### src/rtl/arb_pkg.sv
// Shared arbiter types and helpers.
// State enum, weight field type, pointer width and weight floor.
package arb_pkg;

  typedef enum logic {
    IDLE = 1'b0,
    BUSY = 1'b1
  } arb_state_t;

  localparam int MAX_WW = 16;

  typedef logic [MAX_WW-1:0] wfield_t;

  function automatic int ptr_w(input int n);
    return (n < 2) ? 1 : $clog2(n);
  endfunction

  // A zero weight still buys one transfer.
  function automatic wfield_t eff_weight(input wfield_t w);
    return (w == '0) ? wfield_t'(1) : w;
  endfunction

endpackage

### src/rtl/rr_pick.sv
// Round-robin picker: first set (req & ~excl) scanning ptr+1..ptr+N mod N.
// Ports: req, ptr, excl in; found, idx out. Purely combinational.
module rr_pick #(
  parameter int N  = 4,
  parameter int PW = 2
) (
  input  logic [N-1:0]  req,
  input  logic [PW-1:0] ptr,
  input  logic [N-1:0]  excl,
  output logic          found,
  output logic [PW-1:0] idx
);

  logic [N-1:0] cand;

  assign cand = req & ~excl;

  // Scan from the far end so the nearest candidate wins last.
  always_comb begin
    int j;
    logic [PW-1:0] ji;
    j     = 0;
    ji    = '0;
    found = 1'b0;
    idx   = '0;
    for (int k = N; k >= 1; k--) begin
      j  = (int'(ptr) + k) % N;
      ji = PW'(j);
      if (cand[ji]) begin
        found = 1'b1;
        idx   = ji;
      end
    end
  end

endmodule

### src/rtl/wrr_arbiter.sv
// Weighted round-robin arbiter with held grant, ack handshake and credit.
// Ports: clk, rst_n, req[N], weight[N*WW], ack -> grant, grant_valid, grant_idx, credit. Macro WRR_ASSERT_EN adds checks.
module wrr_arbiter
  import arb_pkg::*;
#(
  parameter  int N  = 4,
  parameter  int WW = 4,
  localparam int PW = ptr_w(N)
) (
  input  logic          clk,
  input  logic          rst_n,
  input  logic [N-1:0]  req,
  input  logic [N*WW-1:0] weight,
  input  logic          ack,
  output logic [N-1:0]  grant,
  output logic          grant_valid,
  output logic [PW-1:0] grant_idx,
  output logic [WW-1:0] credit
);

  arb_state_t    state_q, state_d;
  logic [PW-1:0] idx_q, idx_d;
  logic [PW-1:0] ptr_q, ptr_d;
  logic [WW-1:0] credit_q, credit_d;

  logic [WW-1:0] w_f [N];
  logic [N-1:0]  cur_oh;
  logic [N-1:0]  excl;
  logic [PW-1:0] scan_ptr;
  logic [PW-1:0] pick_idx;
  logic [PW-1:0] load_idx;
  logic [WW-1:0] fresh;
  logic          pick_found;
  logic          cur_req;
  logic          exhausted;
  logic          burst_end;
  logic          busy;

  for (genvar g = 0; g < N; g++) begin : g_unpack
    assign w_f[g] = weight[g*WW +: WW];
  end

  assign busy      = (state_q == BUSY);
  assign cur_oh    = N'(1) << idx_q;
  assign cur_req   = req[idx_q];
  assign exhausted = ack && (credit_q == WW'(1));
  assign burst_end = busy && (!cur_req || exhausted);
  assign scan_ptr  = busy ? idx_q : ptr_q;
  assign excl      = (busy && exhausted) ? cur_oh : '0;

  rr_pick #(
    .N  (N),
    .PW (PW)
  ) u_pick (
    .req   (req),
    .ptr   (scan_ptr),
    .excl  (excl),
    .found (pick_found),
    .idx   (pick_idx)
  );

  // Fallback load target is the sole remaining requester itself.
  assign load_idx = pick_found ? pick_idx : idx_q;
  assign fresh    = WW'(eff_weight(wfield_t'(w_f[load_idx])));

  always_ff @(posedge clk or negedge rst_n) begin
    if (!rst_n) begin
      state_q  <= IDLE;
      idx_q    <= '0;
      ptr_q    <= PW'(N-1);
      credit_q <= '0;
    end else begin
      state_q  <= state_d;
      idx_q    <= idx_d;
      ptr_q    <= ptr_d;
      credit_q <= credit_d;
    end
  end

  always_comb begin
    state_d  = state_q;
    idx_d    = idx_q;
    ptr_d    = ptr_q;
    credit_d = credit_q;
    unique case (state_q)
      IDLE: begin
        if (pick_found) begin
          state_d  = BUSY;
          idx_d    = pick_idx;
          credit_d = fresh;
        end
      end
      BUSY: begin
        if (burst_end) begin
          ptr_d = idx_q;
          if (pick_found || cur_req) begin
            idx_d    = load_idx;
            credit_d = fresh;
          end else begin
            state_d  = IDLE;
            idx_d    = '0;
            credit_d = '0;
          end
        end else if (ack && credit_q > WW'(1)) begin
          credit_d = credit_q - WW'(1);
        end
      end
      default: begin
        state_d = IDLE;
      end
    endcase
  end

  always_comb begin
    grant_valid = busy;
    grant       = busy ? cur_oh : '0;
    grant_idx   = busy ? idx_q : '0;
    credit      = credit_q;
  end

`ifdef WRR_ASSERT_EN
  localparam int SCW = WW + PW + 2;

  logic [SCW-1:0] starve_q [N];

  always_ff @(posedge clk or negedge rst_n) begin
    if (!rst_n) begin
      for (int i = 0; i < N; i++) starve_q[i] <= '0;
    end else begin
      for (int i = 0; i < N; i++) begin
        if (!req[i] || grant[i])
          starve_q[i] <= '0;
        else if (ack && grant_valid)
          starve_q[i] <= starve_q[i] + SCW'(1);
      end
    end
  end

  a_onehot: assert property (@(posedge clk) disable iff (!rst_n)
    $onehot0(grant));
  a_valid: assert property (@(posedge clk) disable iff (!rst_n)
    grant_valid == |grant);
  a_idx: assert property (@(posedge clk) disable iff (!rst_n)
    grant_valid |-> grant[grant_idx]);
  a_newreq: assert property (@(posedge clk) disable iff (!rst_n)
    ((grant & ~$past(grant) & ~$past(req)) == '0));
  a_credit: assert property (@(posedge clk) disable iff (!rst_n)
    grant_valid |-> credit != '0);

  for (genvar g = 0; g < N; g++) begin : g_starve
    a_starve: assert property (@(posedge clk) disable iff (!rst_n)
      starve_q[g] < SCW'((N-1) << WW));
  end
`endif

endmodule

### config.mk
export PLATFORM = sky130hd
export DESIGN_NAME = wrr_arbiter
export DESIGN_NICKNAME = d
export VERILOG_FILES = /design/src/rtl/arb_pkg.sv /design/src/rtl/rr_pick.sv /design/src/rtl/wrr_arbiter.sv
export SDC_FILE = /design/constraint.sdc
export NUM_CORES = 1
export LEC_CHECK = 0
export CAP_MARGIN = 40
export CORE_MARGIN = 2
export CORE_UTILIZATION = 45
export DETAILED_ROUTE_END_ITERATION = 12
export PLACE_DENSITY = 0.8
export SYNTH_ARGS = -nofsm -noshare
export SYNTH_HDL_FRONTEND = slang
export SYNTH_HIERARCHICAL = 1
export SYNTH_SLANG_ARGS = --single-unit
### constraint.sdc
create_clock -name clk -period 5.2 [get_ports clk]
set_input_delay 0.52 -clock clk [delete_from_list [all_inputs] [get_ports clk]]
set_output_delay 0.52 -clock clk [all_outputs]
set_load 0.005 [all_outputs]
==> impl_metrics.sql, run 1 <==
INSERT INTO impl_metrics (metric_group, metric, value, unit) VALUES
('yosys', 'synth_area_leader_cell', 'sky130_fd_sc_hd__dfrtp_1', ''),
('yosys', 'postSynthAreaPerCell', '8.59', 'um^2'),
('sta', 'layout_min_cycle_time', '3530', 'ps'),
('cells_and_area', 'most-common-layout-cells', 'sky130_fd_sc_hd__clkdlybuf4s50_1 (33), sky130_fd_sc_hd__nand2_1 (13), sky130_fd_sc_hd__nor2_1 (11)', ''),
('yosys', 'syn_area', '953', 'um^2'),
('critical_path', 'endpoint_kind', 'flip-flop', ''),
('clock_network', 'cts.repair_timing.setup_buffer_count', '0', ''),
('worst_hold_path', 'hp-class', 'flip-flop to flip-flop', ''),
('sta', 'finalMaxSlewViolations', '0', ''),
('status', 'run_status', 'complete, no violations', ''),
('clock_network', 'insertion_delay_to_the_later_sink_of_the_worst_skew_pair', '270', 'ps'),
('cells_and_area', 'final_net_count', '169', ''),
('clock_network', 'cts_resized', '0', ''),
('detailed_routing', 'drc_errors', '0', ''),
('floorplan', 'start_util', '48.1', '%'),
('sta', 'report.final.setup_viol', '0', ''),
('power', 'power_leakage', '0.542', 'nW'),
('sta', 'worst_slew_margin_rel', '52.2', '%'),
('clock_network', 'cts_made_buffers', '3', ''),
('cells_and_area', 'syn_to_final_growth', '37.1', '%'),
('placed_design', 'place.port_buffers', '33', ''),
('power', 'power_density', '502', 'nW/um^2'),
('grt', 'maximum_number_of_pins_on_one_net_before_global_route_repair', '13', ''),
('power', 'clock_power_share', '8.6', '%'),
('yosys', 'synth_top_area_share', '18.4', '%'),
('floorplan', 'rows', '16', ''),
('sta', 'maxClockFrequency', '284', 'MHz'),
('detailed_routing', 'route.vias.total', '1009', ''),
('critical_path', 'timing.critical_path.from_type', 'input pin', ''),
('cells_and_area', 'layout-drive-gt1-share', '12.6', '%'),
('yosys', 'synth.area.top_cells', 'sky130_fd_sc_hd__dfrtp_1 (18%), sky130_fd_sc_hd__mux4_2 (9.4%), sky130_fd_sc_hd__dfstp_2 (5.5%)', ''),
('detailed_routing', 'drtIter0Drc', '29', ''),
('power', 'max-vdd-ir-drop', '0.242', 'mV'),
('floorplan', 'ioPinCount', '34', ''),
('yosys', 'synth_sequential_area_ratio', '23.9', '%'),
('critical_path', 'critical_path.most_common_cell', 'sky130_fd_sc_hd__nor2_1', ''),
('grt', 'first_global_vias', '956', ''),
('detailed_routing', 'wire_length_per_cell_after_detailed_routing', '15.0', 'um'),
('floorplan', 'die_h', '50.0', 'um'),
('sta', 'clock_skew', '13.2', 'ps'),
('clock_network', 'root_buffer', 'sky130_fd_sc_hd__clkbuf_4', ''),
('sta', 'final.setup.tns', '0', 'ps'),
('floorplan', 'core_area', '1980', 'um^2'),
('yosys', 'synth-edff-count', '0', ''),
('critical_path', 'cells_traversed_along_the_worst_timing_path', 'clkdlybuf4s50_1 -> nand4bb_1 -> nor3_1 -> nor2b_2 -> nor2_1 -> nand3_1 -> mux2i_2 -> mux4_2 -> a221oi_1 -> nor2_1', ''),
('grt', 'grt_pass1_wl', '4310', 'um'),
('yosys', 'yosys_register_bits', '9', ''),
('critical_path', 'cp_data_required_time', '5350', 'ps'),
('grt', 'grt.overflow.total', '0', ''),
('clock_network', 'htreeDepth', '1', ''),
('grt', 'antenna_violations_before_repair', '0', ''),
('clock_network', 'tritoncts', 'built', ''),
('sta', 'least_margin_pin_slew', '697', 'ps'),
('yosys', 'netlist-cell-type-count', '43', ''),
('clock_network', 'ctsLongestPathBuffers', '2', ''),
('power', 'swShare', '43.3', '%'),
('yosys', 'yosys_warnings', '6', ''),
('cells_and_area', 'area.sequential', '228', 'um^2'),
('floorplan', 'die_x', '50.0', 'um'),
('yosys', 'postSynth.asyncResetShare', '100', '%'),
('clock_network', 'clock_pin_slew_reported_for_the_worst_setup_and_hold_paths_after_clock_tree_synthesis', '70', 'ps'),
('placed_design', 'hpwlAfterDp', '2080', 'um'),
('clock_network', 'clock_sinks', '9', ''),
('critical_path', 'path_class', 'input pin to flip-flop', ''),
('yosys', 'synthesis.nets', '136', ''),
('sta', 'hold_violations', '0', ''),
('run', 'maxCapViolCount', '0', ''),
('detailed_routing', 'postRouteWirelength', '2550', 'um'),
('placed_design', 'routabilityCongestion', '0.856', ''),
('yosys', 'ys.flop_type', 'sky130_fd_sc_hd__dfrtp_1', ''),
('sta', 'timing.hold.ws', '498', 'ps');
power groups by stage:
stage / Clock, mW / Sequential, mW / Combinational [mW]
final: 0.0566 / 0.162 / 0.438
after CTS: 0.0568 / 0.160 / 0.437
after global routing: 0.0610 / 0.169 / 0.481
after floorplan: 0 / 0.134 / 0.317
after detailed placement: 0 / 0.161 / 0.434
after global placement: 0 / 0.158 / 0.421
layer usage:
metal	vias to the layer above	share of wire, %	GRT usage (%)
met2	52	49	36.2
met3	12	5.7	3.03
met5	-	0	0
li1	469	-	-
met4	0	3.7	12.5
met1	476	42	29.5
metrics by stage:
step | instance area, um^2 | std cells | setup WS [ps] | total power [mW] | util, %
final | 1310 | 170 | 1670 | 0.656 | 66.0
after floorplan | 953 | 111 | 2270 | 0.451 | -
after global routing | 1310 | 170 | 1370 | 0.711 | 66.0
after CTS | 1310 | 170 | 1680 | 0.654 | 66.0
after detailed placement | 1280 | 166 | 1430 | 0.595 | 64.6
after global placement | 1280 | 166 | 1570 | 0.578 | 64.6
registers in the layout, indices dropped and copies added, names as in the netlist:
name	count
credit	4
idx_q	2
grant_valid	1
ptr_q	2
path summary, 6_finish.rpt:
kind,from,to,slack (ps),depth (start not counted)
max,ack,credit[1],1670,10
min,ptr_q[0],ptr_q[0],500,2
max reg2reg,credit[1],credit[1],1790,11
min reg2reg,ptr_q[0],ptr_q[0],500,2
max in group asynchronous,rst_n,ptr_q[0],4290,1
min in group asynchronous,rst_n,credit[0],560,1
synthesized netlist by cell type, types with 2 or more instances:
master / number
sky130_fd_sc_hd__o21ai_0: 7
sky130_fd_sc_hd__mux4_2: 4
sky130_fd_sc_hd__mux2i_1: 4
sky130_fd_sc_hd__o311ai_0: 2
sky130_fd_sc_hd__nor3_1: 5
sky130_fd_sc_hd__dfstp_2: 2
sky130_fd_sc_hd__nor2b_1: 3
sky130_fd_sc_hd__a21oi_1: 2
sky130_fd_sc_hd__nand2b_4: 2
sky130_fd_sc_hd__nor2_1: 11
sky130_fd_sc_hd__o21ai_1: 2
sky130_fd_sc_hd__buf_6: 2
sky130_fd_sc_hd__a21boi_0: 2
sky130_fd_sc_hd__o22ai_1: 2
sky130_fd_sc_hd__nand2b_1: 3
sky130_fd_sc_hd__nand2_1: 13
sky130_fd_sc_hd__o31ai_1: 3
sky130_fd_sc_hd__dfrtp_1: 7
sky130_fd_sc_hd__ha_1: 2
sky130_fd_sc_hd__inv_1: 10
worst max-delay path: cells and delay by family:
| kind | cells | cell delay [ps] |
|---|---|---|
| mux | 2 | 1110 |
| compound gates | 1 | 270 |
| buf+inv | 1 | 550 |
| simple gates | 6 | 1220 |
cell type report:
type | instances | area share [%]
clock buffer | 4 | 2.01
inverter | 10 | 2.87
tap | 27 | 2.58
timing repair buffer | 33 | 25.3
multi-input combinational | 87 | 49.9
sequential | 9 | 17.4
logic make-up (layout without fill, tap and decap cells):
kind of cell               Yosys count  in the layout  synth area share (%)
DFF                                  9              9                  23.9
adders and majority gates            2              2                  2.62
and+or+nand+nor                     45             45                  26.2
AOI/OAI and AO/OA                   30             30                  21.7
buffers and inverters               15             47                  7.74
muxes                               10             10                  17.8
Power figures use the tool's default switching activity.
==> inputs of run 2 (changes only) <==
- CORE_UTILIZATION: 45 -> 44
- PLACE_DENSITY: 0.8 -> 0.79
- clock period: 5.2 -> 3.45 ns (I/O delays scaled with it)
==> run 2 against run 1 <==
- global-route usage down 1.2 points
- total power rose by 52%
- setup slack worse by 1300 ps
- sequential power increased by 49%
- non-clock buffer count rose by 3
- critical path depth grew 2
- core utilization up 0.47 points
- via count decreased by 4.6%
- clock power up 47%
- combinational power increased by 53%
- sequential share of layout area decreased by 0.30 points
- critical path type is now flip-flop to flip-flop
- critical endpoint unchanged
- highest routed layer unchanged
==> impl_metrics.sql, run 2 (synthesized netlist as in run 1, its figures left out) <==
INSERT INTO impl_metrics (metric_group, metric, value, unit) VALUES
('status', 'run_status', 'complete, no violations', ''),
('sta', 'report.final.setup_viol', '0', ''),
('power', 'sequential_share_of_power', '24.2', '%'),
('cells_and_area', 'syn_to_final_growth', '39.5', '%'),
('clock_network', 'ctsLongestPathBuffers', '2', ''),
('detailed_routing', 'drt_pass1_iterations', '4', ''),
('grt', 'grt_pass1_wl', '4150', 'um'),
('placed_design', 'routabilityCongestion', '0.870', ''),
('grt', 'grt_use_total', '21.5', '%'),
('clock_network', 'cts_resized', '0', ''),
('placed_design', 'postPlaceCellArea', '1300', 'um^2'),
('sta', 'final.setup.tns', '0', 'ps'),
('sta', 'maxClockFrequency', '321', 'MHz'),
('critical_path', 'slowest_delay', '570', 'ps'),
('sta', 'finalMaxSlewViolations', '0', ''),
('floorplan', 'die_h', '50.6', 'um'),
('cells_and_area', 'largest_register_ff_count', '4', ''),
('critical_path', 'path_class', 'flip-flop to flip-flop', ''),
('clock_network', 'clock_sinks', '9', ''),
('cells_and_area', 'insertedDiodeCount', '0', ''),
('grt', 'antenna_violations_before_repair', '0', ''),
('power', 'max-vdd-ir-drop', '0.393', 'mV'),
('grt', 'first_global_vias', '949', ''),
('clock_network', 'clock_pin_slew_reported_for_the_worst_setup_and_hold_paths_after_clock_tree_synthesis', '60', 'ps'),
('critical_path', 'arrival', '3260', 'ps'),
('clock_network', 'htreeDepth', '1', ''),
('power', 'clock_power_share', '8.4', '%'),
('placed_design', 'dp_slack', '151', 'ps'),
('sta', 'worst_slew_margin_rel', '64.4', '%'),
('cells_and_area', 'final_net_count', '172', ''),
('grt', 'grt.overflow.total', '0', ''),
('critical_path', 'endpoint', 'credit[1]', ''),
('grt', 'maximum_number_of_pins_on_one_net_before_global_route_repair', '13', ''),
('floorplan', 'ioPinCount', '34', ''),
('detailed_routing', 'postRouteWirelength', '2320', 'um'),
('critical_path', 'timing.reg2reg.worst_path_depth', '12', ''),
('critical_path', 'timing.critical_path.from_type', 'flip-flop', ''),
('floorplan', 'die_x', '50.6', 'um'),
('sta', 'timing.hold.ws', '376', 'ps'),
('clock_network', 'tritoncts', 'built', ''),
('cells_and_area', 'layout-drive-gt1-share', '14.4', '%'),
('worst_hold_path', 'hp-class', 'input pin to async pin', ''),
('power', 'swShare', '42.2', '%'),
('sta', 'period_share', '90.3', '%'),
('cells_and_area', 'most-common-layout-cells', 'sky130_fd_sc_hd__clkdlybuf4s50_1 (33), sky130_fd_sc_hd__nand2_1 (13), sky130_fd_sc_hd__nor2_1 (11)', ''),
('sta', 'layout_min_cycle_time', '3110', 'ps'),
('detailed_routing', 'viasPerCell', '5.57', ''),
('critical_path', 'cp_data_required_time', '3600', 'ps'),
('clock_network', 'ctsHoldBuffers', '0', ''),
('critical_path', 'worst_setup_path_startpoint', 'credit[1]', ''),
('detailed_routing', 'drc_errors', '0', ''),
('clock_network', 'cts_made_buffers', '3', ''),
('sta', 'least_margin_pin_slew', '528', 'ps'),
('floorplan', 'core_area', '2000', 'um^2'),
('power', 'power_density', '749', 'nW/um^2'),
('detailed_routing', 'drtIter0Drc', '28', ''),
('power', 'post-layout-total-power', '0.996', 'mW'),
('critical_path', 'endpoint_kind', 'flip-flop', ''),
('detailed_routing', 'wire_length_per_cell_after_detailed_routing', '13.4', 'um'),
('placed_design', 'hpwlAfterDp', '1930', 'um'),
('cells_and_area', 'final_cell_area', '1330', 'um^2'),
('critical_path', 'cells_traversed_along_the_worst_timing_path', 'inv_1 -> ha_1 -> nand4bb_1 -> nor3_1 -> nand2b_4 -> nor2_1 -> o21ai_1 -> o211ai_2 -> mux2i_2 -> mux4_2 -> a221oi_1 -> nor2_1', ''),
('clock_network', 'cts.repair_timing.setup_buffer_count', '0', ''),
('sta', 'clock_skew', '4.66', 'ps'),
('sta', 'hold_violations', '0', ''),
('clock_network', 'root_buffer', 'sky130_fd_sc_hd__clkbuf_4', ''),
('critical_path', 'cp_slowest_cell', 'sky130_fd_sc_hd__mux4_2', ''),
('sta', 'worst_slack', '336', 'ps'),
('power', 'p_int', '0.576', 'mW'),
('clock_network', 'insertion_delay_to_the_later_sink_of_the_worst_skew_pair', '270', 'ps'),
('cells_and_area', 'layout.cells.most_common', 'sky130_fd_sc_hd__clkdlybuf4s50_1', ''),
('detailed_routing', 'route.vias.total', '963', ''),
('floorplan', 'rows', '16', ''),
('placed_design', 'place.port_buffers', '33', ''),
('run', 'maxCapViolCount', '0', ''),
('power', 'switching_component_of_the_power', '0.420', 'mW'),
('floorplan', 'die_area', '2560', 'um^2'),
('critical_path', 'rrSetupSlack', '340', 'ps'),
('critical_path', 'critical_path.reg2reg.startpoint', 'credit[1]', ''),
('critical_path', 'critical_path.most_common_cell', 'sky130_fd_sc_hd__nor2_1', ''),
('critical_path', 'critical_path_peak_fanout', '7', ''),
('floorplan', 'start_util', '47.6', '%'),
('power', 'power.combinational.fraction', '67.5', '%'),
('power', 'power_leakage', '0.556', 'nW'),
('critical_path', 'r2r-end', 'credit[1]', ''),
('sta', 'rsz_0062_raised_after_global_routing', 'no', ''),
('detailed_routing', 'postRouteAntennaNets', '0', '');
-- run 2: worst min path at each step --
stage	slack [ps]	cells past startpoint	to	startpoint
5_1_grt	410	1	credit[2]	rst_n
6_report	380	1	credit[2]	rst_n
2_1_floorplan	50	0	credit[0]	rst_n
3_5_place_dp	500	2	ptr_q[0]	ptr_q[0]
3_3_place_gp	490	2	ptr_q[0]	ptr_q[0]
4_1_cts	390	1	credit[0]	rst_n
-- run 2: layer usage --
layer	wire length, um	global-route usage (%)
met1	1010	27.3
met2	1150	37.1
met3	154	5.36
met4	14	4.05
met5	0	0
-- run 2: per-stage QoR --
step	cells	utilization, %
2_1_floorplan	111	-
3_3_place_gp	169	65.1
3_5_place_dp	169	65.1
4_1_cts	173	66.4
5_1_grt	173	66.4
6_report	173	66.4
-- run 2: area by class of cell --
| type | count | area (um^2) |
|---|---|---|
| Multi-Input combinational cell | 87 | 652 |
| Timing Repair Buffer | 36 | 353 |
| Inverter | 10 | 37.5 |
| Fill cell | 162 | 672 |
| Tap cell | 27 | 33.8 |
| Clock buffer | 4 | 26.3 |
| Sequential cell | 9 | 228 |
-- run 2: worst max-delay path: cells and delay by family (launching register included) --
family | cells | cell delay (ps)
and+or+nand+nor | 5 | 860
muxes | 2 | 860
AOI/OAI and AO/OA | 3 | 560
DFF | 1 | 410
adders and majority gates | 1 | 190
buffers and inverters | 1 | 120
-- run 2: power groups by stage --
| stage | registers [mW] | logic [mW] | clock network [mW] |
|---|---|---|---|
| 2_1_floorplan | 0.201 | 0.478 | 0 |
| 3_3_place_gp | 0.238 | 0.653 | 0 |
| 3_5_place_dp | 0.241 | 0.669 | 0 |
| 4_1_cts | 0.240 | 0.672 | 0.0849 |
| 5_1_grt | 0.251 | 0.742 | 0.0930 |
| 6_report | 0.241 | 0.672 | 0.0834 |
==> inputs of run 3 (changes only) <==
- GPL_TIMING_DRIVEN: unset -> 1
- SKIP_LAST_GASP: unset -> 1
==> results of run 3 <==
Final layout, timing and power as in run 2 (identical DEF).
==> patch: new RTL, settings of run 2 <==
Change the parameter `WW` from 4 to 8.
--- a/src/rtl/wrr_arbiter.sv
+++ b/src/rtl/wrr_arbiter.sv
@@ -5,5 +5,5 @@
 #(
   parameter  int N  = 4,
-  parameter  int WW = 4,
+  parameter  int WW = 8,
   localparam int PW = ptr_w(N)
 ) (
Interface: changed (resized credit and weight); port bits go from 34 to 54. The function was not compared with the original's and may differ.
==> patch against run 2 <==
Die area grew 39%. Wire length grew 57%. Final cell count grew 33%. Final area grew 49%. Critical path type unchanged. Synthesized cell count grew 26%. Area after synthesis grew 42%. Sequential cell count grew 4. Worst setup slack lost 0.15 ns. Largest cell class unchanged. Total power grew 46%. Fmax shrank 4.7%.
==> patch: results (changes against run 2) <==
run_status:
  status: "complete, no violations"  # unchanged
layout:
  fin_nets: 239  # was 172
  diodes: 0  # unchanged
  fill_cells: 242  # was 162
  largest_reg_flops: 8  # was 4
  drive_above_1_share: 0.178  # was 0.144
synth:
  synth_xor_area_frac: 0  # unchanged
  ys_warn_count: 6  # unchanged
  synth.area.top_cells: "dfrtp_1 (20%), mux4_1 (16%), nor2_1 (4.4%), dfstp_2 (3.9%), a21oi_1 (3.7%)"  # was dfrtp_1 (18%), mux4_2 (9.4%), dfstp_2 (5.5%), nand2_1 (5.1%), nor2_1 (4.3%)
  synth_common_cells: "nor2_1 (16), dfrtp_1 (11), a21oi_1 (10)"  # was nand2_1 (13), nor2_1 (11), inv_1 (10)
  synth_fa_ha_area_frac: 0.0185  # was 0.0262
  async_reset_ff_frac: 1.00  # unchanged
  syn-num-nets: 181  # was 136
  synthDistinctLibCells: 49  # was 43
  muxShareOfSynthArea: 0.206  # was 0.178
  synth-seq-area-share: 0.242  # was 0.239
  synth-compound-area-share: 0.228  # was 0.217
place:
  dpl.hpwl_um: 2840  # was 1930 um
  place.gp.congestion: 0.821  # was 0.870
  port_buffers: 53  # was 33
clocking:
  worst_skew_pair.late_latency_ns: 0.28
  clock_path_buffers: 2  # unchanged
  cts_buffers: 3  # unchanged
  root_buffer: "clkbuf_4"  # unchanged
  clk_pin_slew_ns: 0.08  # was 0.06 ns
  htreeDepth: 1  # unchanged
global_route:
  grt_pass1_wl_um: 5850  # was 4150 um
  grt_pass1_vias: 1312  # was 949
  grt_max_degree: 17  # was 13
  track_usage: 0.215  # about the same
  antenna_found_initial: 0  # unchanged
drt:
  dr.first_iter.drc_count: 62  # was 28
  first_pass_iters: 4  # unchanged
  vias: 1355  # was 963
  wirelength_um: 3650  # was 2320 um
worst_setup_path:
  rr_startpoint: "credit[1]"  # unchanged
  start_kind: "register"  # unchanged
  worstPathMaxFanout: 9  # was 7
  critical_path_arrival_ns: 3.43  # was 3.26 ns
timing:
  setup-violations-final: 0  # unchanged
  finalClockSkew_ns: 0.00271  # was 0.00466 ns
  tightest_slew_ns: 0.915  # was 0.528 ns
power:
  power_leakage_nw: 0.787  # was 0.556 nW
  peakVddDrop_mv: 0.268  # was 0.393 mV
worst_hold_path:
  hold_path.class: "primary input to async pin"  # unchanged
-- patch: routing by layer --
layer	share of wire	GRT usage	vias up
li1	-	-	654
met1	0.43	0.298	636
met2	0.50	0.366	61
met3	0.070	0.0240	4
met4	0.0069	0.0381	0
met5	0	0	-
-- patch: per-stage QoR --
step           worst slack (ns)   util  std cells  cell area [um2]
2_1_floorplan             0.165      -        140             1360
4_1_cts                  0.0518  0.656        228             1950
5_1_grt                 -0.0417  0.667        230             1990
6_report                  0.184  0.667        230             1990
3_3_place_gp            -0.0841  0.641        223             1910
3_5_place_dp             -0.137  0.641        223             1910
-- patch: critical path, cell delays in order, from the launching register on --
cell       delay (ns)
dfrtp_1          0.39
inv_1            0.11
ha_2             0.23
nand4bb_1        0.16
or3_4            0.44
nor3_1           0.16
nand2b_4         0.19
nor2_1           0.05
o21ai_1          0.14
o211ai_2         0.12
mux2i_4          0.17
buf_12           0.15
mux4_1           0.55
a22oi_1          0.21
o21ai_1          0.08
-- patch: power breakdown --
part | internal [mW] | switching (mW) | total [mW]
Sequential | 0.235 | 0.101 | 0.337
Combinational | 0.556 | 0.462 | 1.02
Clock | 0.0448 | 0.0521 | 0.0970
Total | 0.836 | 0.615 | 1.45
-- patch: area by class of cell --
class,count,area share
inverters,8,0.0151
clock buffers,4,0.0132
multi-input cells,111,0.482
flip-flops and latches,13,0.165
repair buffers,61,0.304
well taps,33,0.0208
-- patch: what timing repair did --
action                                 in CTS  in global routing
setup endpoints to repair                   3                  8
resized for setup                           0                  8
buffers inserted                            1                  2
pin swaps                                   0                  1
endpoints found under the hold margin       0                  0
-- patch: kinds of logic after synthesis --
family,after synthesis
and+or+nand+nor,54
AOI/OAI and AO/OA,42
buffers and inverters,16
muxes,13
DFF,13
adders and majority gates,2
-- patch: path summary, 6_finish.rpt --
path | to | slack (ns) | cells past startpoint
min | grant_valid | 0.44 | 1
max in group asynchronous | idx_q[1] | 2.62 | 1
max reg2reg | credit[6] | 0.18 | 14
min in group clk | credit[7] | 0.56 | 2
min reg2reg | credit[7] | 0.56 | 2
max | credit[6] | 0.18 | 14
